===== config.mk =====
export PLATFORM = sky130hd
export DESIGN_NAME = mouse_click_ctl
export DESIGN_NICKNAME = d
export VERILOG_FILES = /design/src/rtl/mouse_pkg.sv /design/src/rtl/mouse_btn_fsm.sv /design/src/rtl/mouse_click_ctl.sv
export SDC_FILE = /design/constraint.sdc
export NUM_CORES = 1
export LEC_CHECK = 0
export ABC_AREA = 1
export BUFFER_PORTS_ARGS = -buffer_cell sky130_fd_sc_hd__buf_2
export CELL_PAD_IN_SITES_DETAIL_PLACEMENT = 2
export CELL_PAD_IN_SITES_GLOBAL_PLACEMENT = 2
export CORE_UTILIZATION = 31
export CTS_CLUSTER_SIZE = 25
export DETAILED_ROUTE_END_ITERATION = 12
export PLACE_DENSITY = 0.9
export SLEW_MARGIN = 20
export SYNTH_ARGS = -nofsm -noshare
export SYNTH_HDL_FRONTEND = slang
export SYNTH_SLANG_ARGS = --single-unit

===== constraint.sdc =====
create_clock -name clk -period 2.1 [get_ports clk]
set_input_delay 0.315 -clock clk [delete_from_list [all_inputs] [get_ports clk]]
set_output_delay 0.315 -clock clk [all_outputs]
set_load 0.1 [all_outputs]

===== src/rtl/mouse_pkg.sv =====
`default_nettype none
// ============================================================================
//  Module   : mouse_pkg
//  Purpose  : Shared types and default constants for the mouse input
//             conditioner (mouse_click_ctl and mouse_btn_fsm).
//  Contents : btn_state_t       - per-button FSM state
//             DEF_DEBOUNCE      - default press debounce length (cycles)
//             DEF_HOLD_CYCLES   - default long-press threshold (cycles)
//             DEF_MAX_X/MAX_Y   - default clamp bounds (800x600 screen)
//  Revision : 1.0 - initial release
// ============================================================================
package mouse_pkg;

  typedef enum logic [1:0] {
    IDLE    = 2'd0,
    ARMING  = 2'd1,
    PRESSED = 2'd2,
    HELD    = 2'd3
  } btn_state_t;

  localparam int unsigned DEF_DEBOUNCE    = 4;
  localparam int unsigned DEF_HOLD_CYCLES = 65_000_000;
  localparam int unsigned DEF_MAX_X       = 799;
  localparam int unsigned DEF_MAX_Y       = 599;

endpackage : mouse_pkg
`default_nettype wire


===== src/rtl/mouse_btn_fsm.sv =====
`default_nettype none
// ============================================================================
//  Module   : mouse_btn_fsm
//  Purpose  : Single-button debounce / click / long-press FSM with a
//             saturating cycle counter.
//  Ports    : clk          in   system clock
//             rst          in   synchronous active-high reset
//             i_btn_q      in   registered raw button level
//             o_level      out  debounced level (PRESSED or HELD)
//             o_click      out  1-cycle pulse on release of a short press
//             o_hold       out  1-cycle pulse when the press becomes long
//             o_click_nxt  out  combinational: o_click asserts at next edge
//  Revision : 1.0 - initial release
// ============================================================================
module mouse_btn_fsm
  import mouse_pkg::*;
#(
  parameter int unsigned DEBOUNCE    = DEF_DEBOUNCE,
  parameter int unsigned HOLD_CYCLES = DEF_HOLD_CYCLES
) (
  input  logic clk,
  input  logic rst,
  input  logic i_btn_q,
  output logic o_level,
  output logic o_click,
  output logic o_hold,
  output logic o_click_nxt
);

  localparam int unsigned CNT_W = $clog2(HOLD_CYCLES + 1);

  localparam logic [CNT_W-1:0] c_DEB_LAST  = CNT_W'(DEBOUNCE - 1);
  localparam logic [CNT_W-1:0] c_HOLD_LAST = CNT_W'(HOLD_CYCLES - 1);
  localparam logic [CNT_W-1:0] c_CNT_ONE   = CNT_W'(1);
  localparam logic [CNT_W-1:0] c_CNT_MAX   = {CNT_W{1'b1}};

  btn_state_t       r_state;
  logic [CNT_W-1:0] r_cnt;
  logic             r_level;
  logic             r_click;
  logic             r_hold;
  logic [CNT_W-1:0] w_cnt_inc;

  // Counter never wraps, even if the thresholds are misconfigured.
  assign w_cnt_inc = (r_cnt == c_CNT_MAX) ? r_cnt : r_cnt + c_CNT_ONE;

  // Release is undebounced: the click is decided by the very next edge,
  // which lets the top capture the click position on that same edge.
  assign o_click_nxt = (r_state == PRESSED) && !i_btn_q;

  always_ff @(posedge clk) begin
    if (rst) begin
      r_state <= IDLE;
      r_cnt   <= '0;
      r_level <= 1'b0;
      r_click <= 1'b0;
      r_hold  <= 1'b0;
    end else begin
      r_click <= 1'b0;
      r_hold  <= 1'b0;
      case (r_state)
        IDLE: begin
          if (i_btn_q) begin
            r_state <= ARMING;
            r_cnt   <= c_CNT_ONE;
          end
        end
        ARMING: begin
          if (!i_btn_q) begin
            r_state <= IDLE;
            r_cnt   <= '0;
          end else if (r_cnt == c_DEB_LAST) begin
            r_state <= PRESSED;
            r_cnt   <= '0;
            r_level <= 1'b1;
          end else begin
            r_cnt <= w_cnt_inc;
          end
        end
        PRESSED: begin
          // Release takes priority over reaching the hold threshold.
          if (!i_btn_q) begin
            r_state <= IDLE;
            r_cnt   <= '0;
            r_level <= 1'b0;
            r_click <= 1'b1;
          end else if (r_cnt == c_HOLD_LAST) begin
            r_state <= HELD;
            r_hold  <= 1'b1;
          end else begin
            r_cnt <= w_cnt_inc;
          end
        end
        HELD: begin
          // Counter is frozen here; only a release leaves this state.
          if (!i_btn_q) begin
            r_state <= IDLE;
            r_cnt   <= '0;
            r_level <= 1'b0;
          end
        end
        default: begin
          r_state <= IDLE;
          r_cnt   <= '0;
          r_level <= 1'b0;
        end
      endcase
    end
  end

  assign o_level = r_level;
  assign o_click = r_click;
  assign o_hold  = r_hold;

endmodule : mouse_btn_fsm
`default_nettype wire


===== src/rtl/mouse_click_ctl.sv =====
`default_nettype none
// ============================================================================
//  Module   : mouse_click_ctl
//  Purpose  : Mouse input conditioner between the mouse decoder and the
//             game/UI logic. Registers position and buttons, debounces each
//             button, emits click/hold pulses and latches the click position.
//  Config   : MOUSE_CLAMP_EN - when defined, registered positions are
//             clamped to MAX_X / MAX_Y (unsigned); otherwise pass-through.
//  Ports    : clk, rst                 clock, synchronous active-high reset
//             xpos, ypos   in  POS_W   raw cursor position
//             btn          in  N_BTN   raw buttons (bit0 left, bit1 right)
//             xposout/yposout  POS_W   registered (optionally clamped) pos
//             btn_level    out N_BTN   debounced levels
//             click        out N_BTN   1-cycle pulse, short press released
//             hold         out N_BTN   1-cycle pulse, long press detected
//             click_xpos/click_ypos    position at the most recent click
//  Revision : 1.0 - initial release
// ============================================================================
module mouse_click_ctl
  import mouse_pkg::*;
#(
  parameter int unsigned POS_W       = 12,
  parameter int unsigned N_BTN       = 2,
  parameter int unsigned DEBOUNCE    = DEF_DEBOUNCE,
  parameter int unsigned HOLD_CYCLES = DEF_HOLD_CYCLES,
  parameter int unsigned MAX_X       = DEF_MAX_X,
  parameter int unsigned MAX_Y       = DEF_MAX_Y
) (
  input  logic             clk,
  input  logic             rst,
  input  logic [POS_W-1:0] xpos,
  input  logic [POS_W-1:0] ypos,
  input  logic [N_BTN-1:0] btn,
  output logic [POS_W-1:0] xposout,
  output logic [POS_W-1:0] yposout,
  output logic [N_BTN-1:0] btn_level,
  output logic [N_BTN-1:0] click,
  output logic [N_BTN-1:0] hold,
  output logic [POS_W-1:0] click_xpos,
  output logic [POS_W-1:0] click_ypos
);

`ifdef MOUSE_CLAMP_EN
  localparam bit c_CLAMP_EN = 1'b1;
`else
  localparam bit c_CLAMP_EN = 1'b0;
`endif

  logic [POS_W-1:0] r_xpos;
  logic [POS_W-1:0] r_ypos;
  logic [N_BTN-1:0] r_btn_q;
  logic [POS_W-1:0] r_click_x;
  logic [POS_W-1:0] r_click_y;

  logic [POS_W-1:0] w_x_clamped;
  logic [POS_W-1:0] w_y_clamped;
  logic [POS_W-1:0] w_x_stage;
  logic [POS_W-1:0] w_y_stage;
  logic [N_BTN-1:0] w_click_nxt;

  // Compare in 32 bits so bounds wider than the bus never truncate.
  assign w_x_clamped = (32'(xpos) > MAX_X) ? POS_W'(MAX_X) : xpos;
  assign w_y_clamped = (32'(ypos) > MAX_Y) ? POS_W'(MAX_Y) : ypos;
  assign w_x_stage   = c_CLAMP_EN ? w_x_clamped : xpos;
  assign w_y_stage   = c_CLAMP_EN ? w_y_clamped : ypos;

  // Stage 1: position and raw button register.
  always_ff @(posedge clk) begin
    if (rst) begin
      r_xpos  <= '0;
      r_ypos  <= '0;
      r_btn_q <= '0;
    end else begin
      r_xpos  <= w_x_stage;
      r_ypos  <= w_y_stage;
      r_btn_q <= btn;
    end
  end

  generate
    for (genvar gi = 0; gi < N_BTN; gi++) begin : g_btn
      mouse_btn_fsm #(
        .DEBOUNCE    (DEBOUNCE),
        .HOLD_CYCLES (HOLD_CYCLES)
      ) u_btn_fsm (
        .clk         (clk),
        .rst         (rst),
        .i_btn_q     (r_btn_q[gi]),
        .o_level     (btn_level[gi]),
        .o_click     (click[gi]),
        .o_hold      (hold[gi]),
        .o_click_nxt (w_click_nxt[gi])
      );
    end
  endgenerate

  // Capture on the edge that raises any click bit; one shared position
  // serves simultaneous clicks.
  always_ff @(posedge clk) begin
    if (rst) begin
      r_click_x <= '0;
      r_click_y <= '0;
    end else if (|w_click_nxt) begin
      r_click_x <= r_xpos;
      r_click_y <= r_ypos;
    end
  end

  assign xposout    = r_xpos;
  assign yposout    = r_ypos;
  assign click_xpos = r_click_x;
  assign click_ypos = r_click_y;

endmodule : mouse_click_ctl
`default_nettype wire


======== Word-level counts from Yosys, hierarchy flattened ========
Index checks and enable logic that the tools add are counted.
storage, ports and cells
  register bits ........................... 112
  output and inout bits ................... 54
  bits in latches ......................... 0
  memories kept ........................... 0
  ROM bits ................................ 0
  input port bits ......................... 28
  RAM bits ................................ 0
operators by class
  $add $sub $neg .......................... 2
  divide/modulo/power cells ............... 0
  mux-type cells .......................... 42
  magnitude comparators ................... 0
  equality and inequality tests ........... 28
  $mul .................................... 0
  reduce and logical (&&, ||, !) cells .... 21
  shift operators ......................... 0
  bitwise logic cells ..................... 4
operator list
  kind                                                                    number
  26-bit two-way mux                                                      14
  26-bit case mux with 4 select lines                                     2
  26-bit equality test, second input constant                             4
  26-bit by 1-bit adder with 26-bit output, second input constant         2
  26-bit by 2-bit equality test with 1-bit output, second input constant  2
  2-bit two-way mux                                                       12
  2-bit != test, second input constant                                    8
  2-bit case mux with 4 select lines                                      2
  4-bit AND reduction                                                     4
  3-bit != test, second input constant                                    4
  1-bit two-way mux                                                       10
  2-bit OR reduction                                                      5
  2-bit equality test, second input constant                              4
  3-bit by 2-bit != test with 1-bit output, second input constant         2
  3-bit AND reduction                                                     2
  3-bit OR reduction                                                      2
  2-bit by 1-bit equality test with 1-bit output, second input constant   2
  2-bit logical NOT                                                       2
  2-bit by 1-bit != test with 1-bit output, second input constant         2
  1-bit NOT                                                               4
  1-bit case mux with 2 select lines                                      2
  2-bit nonzero test                                                      2
  1-bit logical AND                                                       2
  1-bit logical NOT                                                       2

======== Logic depth before layout (Yosys ltp) ========
  depth after elaboration ................. 5
  gate-level depth with buffers ........... 12

======== Cells and area by module ========
A second synthesis with hierarchy kept.
second synthesis, totals
  cells, all modules ...................... 973
  area, all modules ....................... 6262.3 um2
modules (own cells, without submodules)
  module                               cells an instance  seq. area each (um2)  area each (um2)  instances
  mouse_btn_fsm at g_btn[0].u_btn_fsm  368                620.6                 2337.2           1
  mouse_btn_fsm at g_btn[1].u_btn_fsm  371                620.6                 2203.4           1
  mouse_click_ctl                      234                1001.0                1721.7           1

======== Worst setup path before layout ========
Ideal clock, no wire load.
  kind .................................... register to register
  start point ............................. reg g_btn[1].u_btn_fsm.r_cnt[0]
  end point ............................... reg g_btn[1].u_btn_fsm.r_cnt[19]
  setup time .............................. 0.117 ns
  period minus slack after synthesis ...... 1.661 ns
  data required time ...................... 1.983 ns
  arrival time ............................ 1.544 ns
  cell stages (with the launch flop) ...... 12
  setup slack ............................. 0.439 ns
  cells stage by stage .................... dfxtp_1 > ha_1 > nand2_2 > nor2_4 > nand2_4 > nor2_8 > nand3_4 > buf_4 > nand3_1 > o21ai_0 > nand2_1 > nor2_1
between the ends
  longest elaborated chain between the ends .. 5
  elaborated cells on any way between the ends .. 12
  classes of those cells .................. add/sub: 1; eq/ne: 4; mux: 6; reduce/logical: 1
RTL lines
  element                                                                           RTL line                                  source
  start, declared                                                                   mouse_btn_fsm.sv:38                       logic [CNT_W-1:0] r_cnt;
  start signal, assigned                                                            mouse_btn_fsm.sv:65                       r_cnt <= c_CNT_ONE;
  start signal, assigned                                                            mouse_btn_fsm.sv:77                       r_cnt <= w_cnt_inc;
  start signal, assigned                                                            mouse_btn_fsm.sv:91                       r_cnt <= w_cnt_inc;
  26-bit by 1-bit adder with 26-bit output or 26-bit equality test (tied branches)  mouse_btn_fsm.sv:45                       assign w_cnt_inc = (r_cnt == c_CNT_MAX) ? r_cnt : r_cnt + c_CNT_ONE;
  26-bit two-way mux                                                                mouse_btn_fsm.sv:45
  26-bit two-way mux, on equally long branches                                      mouse_btn_fsm.sv:87, mouse_btn_fsm.sv:72
  26-bit two-way mux, on equally long branches                                      mouse_btn_fsm.sv:82, mouse_btn_fsm.sv:69
  26-bit case mux with 4 select lines                                               mouse_btn_fsm.sv:61                       case (r_state)
Parallel ways exist; a longest one is shown, timed or not. The select of a mux whose other input is x is not followed.
A chain may end at the register's enable or synchronous reset.

======== Worst setup path in the final report ========
  start point ............................. reg g_btn[0].u_btn_fsm.r_cnt[13]
  end point ............................... reg g_btn[0].u_btn_fsm.r_cnt[2]
between the ends
  longest elaborated chain between the ends .. 5
  elaborated cells on any way between the ends .. 11
  classes of those cells .................. eq/ne: 4; mux: 6; reduce/logical: 1
RTL lines
  element                                       RTL line
  start, declared                               mouse_btn_fsm.sv:38
  start signal, assigned                        mouse_btn_fsm.sv:65
  start signal, assigned                        mouse_btn_fsm.sv:77
  start signal, assigned                        mouse_btn_fsm.sv:91
  26-bit equality test                          mouse_btn_fsm.sv:45
  26-bit two-way mux                            mouse_btn_fsm.sv:45
  26-bit two-way mux, on equally long branches  mouse_btn_fsm.sv:87, mouse_btn_fsm.sv:72
  26-bit two-way mux, on equally long branches  mouse_btn_fsm.sv:82, mouse_btn_fsm.sv:69
  26-bit case mux with 4 select lines           mouse_btn_fsm.sv:61
Parallel ways exist; a longest one is shown, timed or not. The select of a mux whose other input is x is not followed.

==> summary.txt <==
Clock network
  – Worst-skew pair later-pin latency: 380 ps
  – Clock transition at the registers of the reported paths: 90 ps
  – Cts bufs inserted: 9
  – Clk Tree Root Cell: clkbuf_16
  – Count of clock tree sinks: 112
  – Bufs on Longest Clock Path: 2
  – CTS tree: yes
  – Hold-fix buffers at CTS: 0
  – H-tree level count: 3

Global route
  – Overflow left after global routing: 0
  – Pin count of the biggest net entering global routing: 47
  – First-pass GRT wire length: 40200 microns
  – Total global routing track utilization: 28.5%
  – Antenna violations before repair: 1
  – Via count of the first global-routing pass: 7197

Yosys
  – Fraction of synthesized cell area taken by the top area cell type: 40.1%
  – Cell with the most instances after synthesis: nor2_1
  – Post-synthesis area per instance: 6.45 sq um
  – Number of enable flip-flop cells after synthesis: 0
  – Number of storage elements in the synthesis netlist: 112
  – Syn_nets: 897
  – Post-synth top cells: nor2_1 (223), nand2_1 (183), dfxtp_1 (112)
  – Main synth FF type: dfxtp_1
  – Total of warnings raised by yosys: 0
  – Post-synthesis instance area: 5590 sq um
  – Number of different library cells in the post-synthesis netlist: 37
  – Sequential fraction of the synthesis area: 40.1%
  – Largest cells by area after synthesis: dfxtp_1 (40%), nor2_1 (15%), nand2_1 (12%)
  – Dominant cell type by area after synthesis: dfxtp_1
  – Share of async-settable or async-resettable flops after synthesis: 0%
  – Cell count after synthesis: 867

Floorplan
  – Starting Density: 32.0%
  – Overall die width: 136 microns
  – Floorplan Core Area: 17500 sq um
  – Vert. Die Dim: 136 microns
  – Row Count: 48
  – I/O pins: 82
  – Die Outline Area: 18600 sq um

STA
  – Fin worst setup slack: -152 ps
  – Slew Limit Fails: 0
  – Sum of negative setup slack: -1280 ps
  – Maximum clock frequency: 444 MHz
  – Final-report setup violation count: 25
  – Final critical delay including setup and external delays: 2250 ps
  – Worst Max-Slew Pin Slew: 869 ps
  – Period utilization: 107%
  – Number of hold violations in the final report: 0
  – Clock tree skew after final layout: 11.4 ps
  – Max transition margin: 42.0%

Setup path
  – Worst reg2reg endpoint: g_btn[0].u_btn_fsm.r_cnt[2]$_SDFFE_PP0P_
  – Crit Path Max Fanout: 11
  – Required time worst endpoint: 2390 ps
  – Arr. time, crit path: 2550 ps
  – Crit Path Class: flip-flop to flip-flop
  – R2R cell count: 10
  – Critical Path End: g_btn[0].u_btn_fsm.r_cnt[2]$_SDFFE_PP0P_
  – Worst setup startpoint: g_btn[0].u_btn_fsm.r_cnt[13]$_SDFFE_PP0P_
  – Crit path launch type: flip-flop
  – Reg2Reg Setup Slack: -150 ps
  – R2R Path Start: g_btn[0].u_btn_fsm.r_cnt[13]$_SDFFE_PP0P_
  – Type of element capturing the critical path: flip-flop

Run
  – Number of violations of the max-capacitance limit: 0

Cells and area
  – Area taken by multi-input logic gates: 2890 sq um
  – Share of the core filled with cells: 38.9%
  – Share of post-route cells with drive strength above 1: 18.1%
  – Register area: 2250 sq um
  – Final-layout fill cell count: 2086
  – Final Net Count: 994
  – P&R area growth vs syn: 21.5%
  – Ant. Diodes: 0

Power and ir drop
  – Static leakage power: 3.05 nW
  – Worst IR Drop VDD: 422 uV
  – Cell area power density: 695 nW/um^2

Status
  – Violated checks: setup timing
  – Run status: complete, but fails checks

Drt
  – Total wire length: 31200 microns
  – First-pass iteration count of the detailed router: 5
  – Vias per cell: 5.57
  – DRC Markers: 0
  – Average wire per cell in the routed design: 26.1 microns
  – Routed via count: 6653
  – Remaining antenna violation count after routing: 0
  – Iteration-0 DRC count of the detailed router: 700

Place
  – Buffers added on ports: 81
  – Detailed Place HPWL: 16200 microns
  – Gpl congestion: 0.831

Min path
  – Worst min path class: primary input to flip-flop
  – Cell count of the worst hold path: 3
==> layer usage <==
metal	part of all wire [%]	wire length, microns	vias up	GRT usage [%]
li1	-	-	2902	-
met1	41	12800	3347	33.5
met2	49	15300	308	50.5
met3	5.6	1750	94	5.74
met4	4.3	1330	2	11.1
met5	0.042	13	-	0
==> power by group <==
group | internal, mW | switching, mW
Sequential | 2.17 | 0.0449
Combinational | 0.129 | 0.518
Clock | 0.838 | 1.02
==> area by class of cell <==
type                    count  share of cell area [%]
clock inverters             5                   0.682
inverters                 110                    6.13
repair buffers            111                    9.84
clock buffers              11                    3.43
well taps                 225                    4.14
multi-input cells         620                    42.6
flip-flops and latches    112                    33.2
==> worst max-delay path: stages (launching register included) <==
cell	delay, ps
dfxtp_1	460
nand2_1	180
nor2_2	220
nand2_1	150
nor2_4	230
nand3_4	200
inv_1	230
nor2_4	120
nand3_1	110
nand2_1	90
nor2_1	180
==> worst min path at each step <==
stage,startpoint,end
floorplan,btn[0],r_btn_q[0]$_SDFF_PP0_
global placement,xposout[2]$_SDFF_PP0_,click_xpos[2]$_SDFFE_PP0P_
detailed placement,yposout[1]$_SDFF_PP0_,click_ypos[1]$_SDFFE_PP0P_
CTS,ypos[2],yposout[2]$_SDFF_PP0_
global route,ypos[4],yposout[4]$_SDFF_PP0_
finish,ypos[4],yposout[4]$_SDFF_PP0_
==> repair_timing <==
item                       CTS  global route
gates cloned                 0             2
pin swaps                    1             5
buffers inserted             3             9
gates resized for setup      8            28
setup endpoints to repair   27            52
==> kinds of logic after synthesis <==
family	after synthesis	synth area share [%]
simple gates	516	39.4
flops	112	40.1
fa+ha+maj	2	0.447
compound gates	93	8.68
xor+xnor	7	1.10
buf+inv	137	10.3
==> flip-flops by register name (all words and copies together) (netlist names) <==
register                 flops
g_btn.u_btn_fsm.o_hold       2
click_ypos                  12
r_btn_q                      2
g_btn.u_btn_fsm.r_state      4
xposout                     12
click_xpos                  12
g_btn.u_btn_fsm.o_click      2
g_btn.u_btn_fsm.r_cnt       52
yposout                     12
g_btn.u_btn_fsm.o_level      2
==> layout by cell type (no fill, tap or decap), types with 4 or more instances in the layout <==
cell type,instances
nor3_1,10
o21ai_1,4
a21oi_1,32
o21ai_0,49
nor2_4,5
xor2_1,6
nor2_1,217
buf_2,81
inv_1,106
nand3_4,4
dfxtp_2,10
dfxtp_1,102
nand4_1,18
buf_4,27
clkbuf_16,9
o21bai_1,5
nor2_2,10
nand2_2,7
nand2_1,178
nand3_1,54
==> metrics by stage <==
step,power [mW],hold WS [ps],instance area [sq um],worst slack [ps],instances
after floorplan,2.66,422,5590,439,867
after global placement,2.80,460,6280,172,1164
after detailed placement,2.83,486,6280,30.5,1164
after CTS,4.59,153,6610,0.168,1183
after global routing,4.78,157,6790,-193,1194
final,4.72,153,6790,-152,1194
No activity file was read; power rests on OpenSTA's default activity.
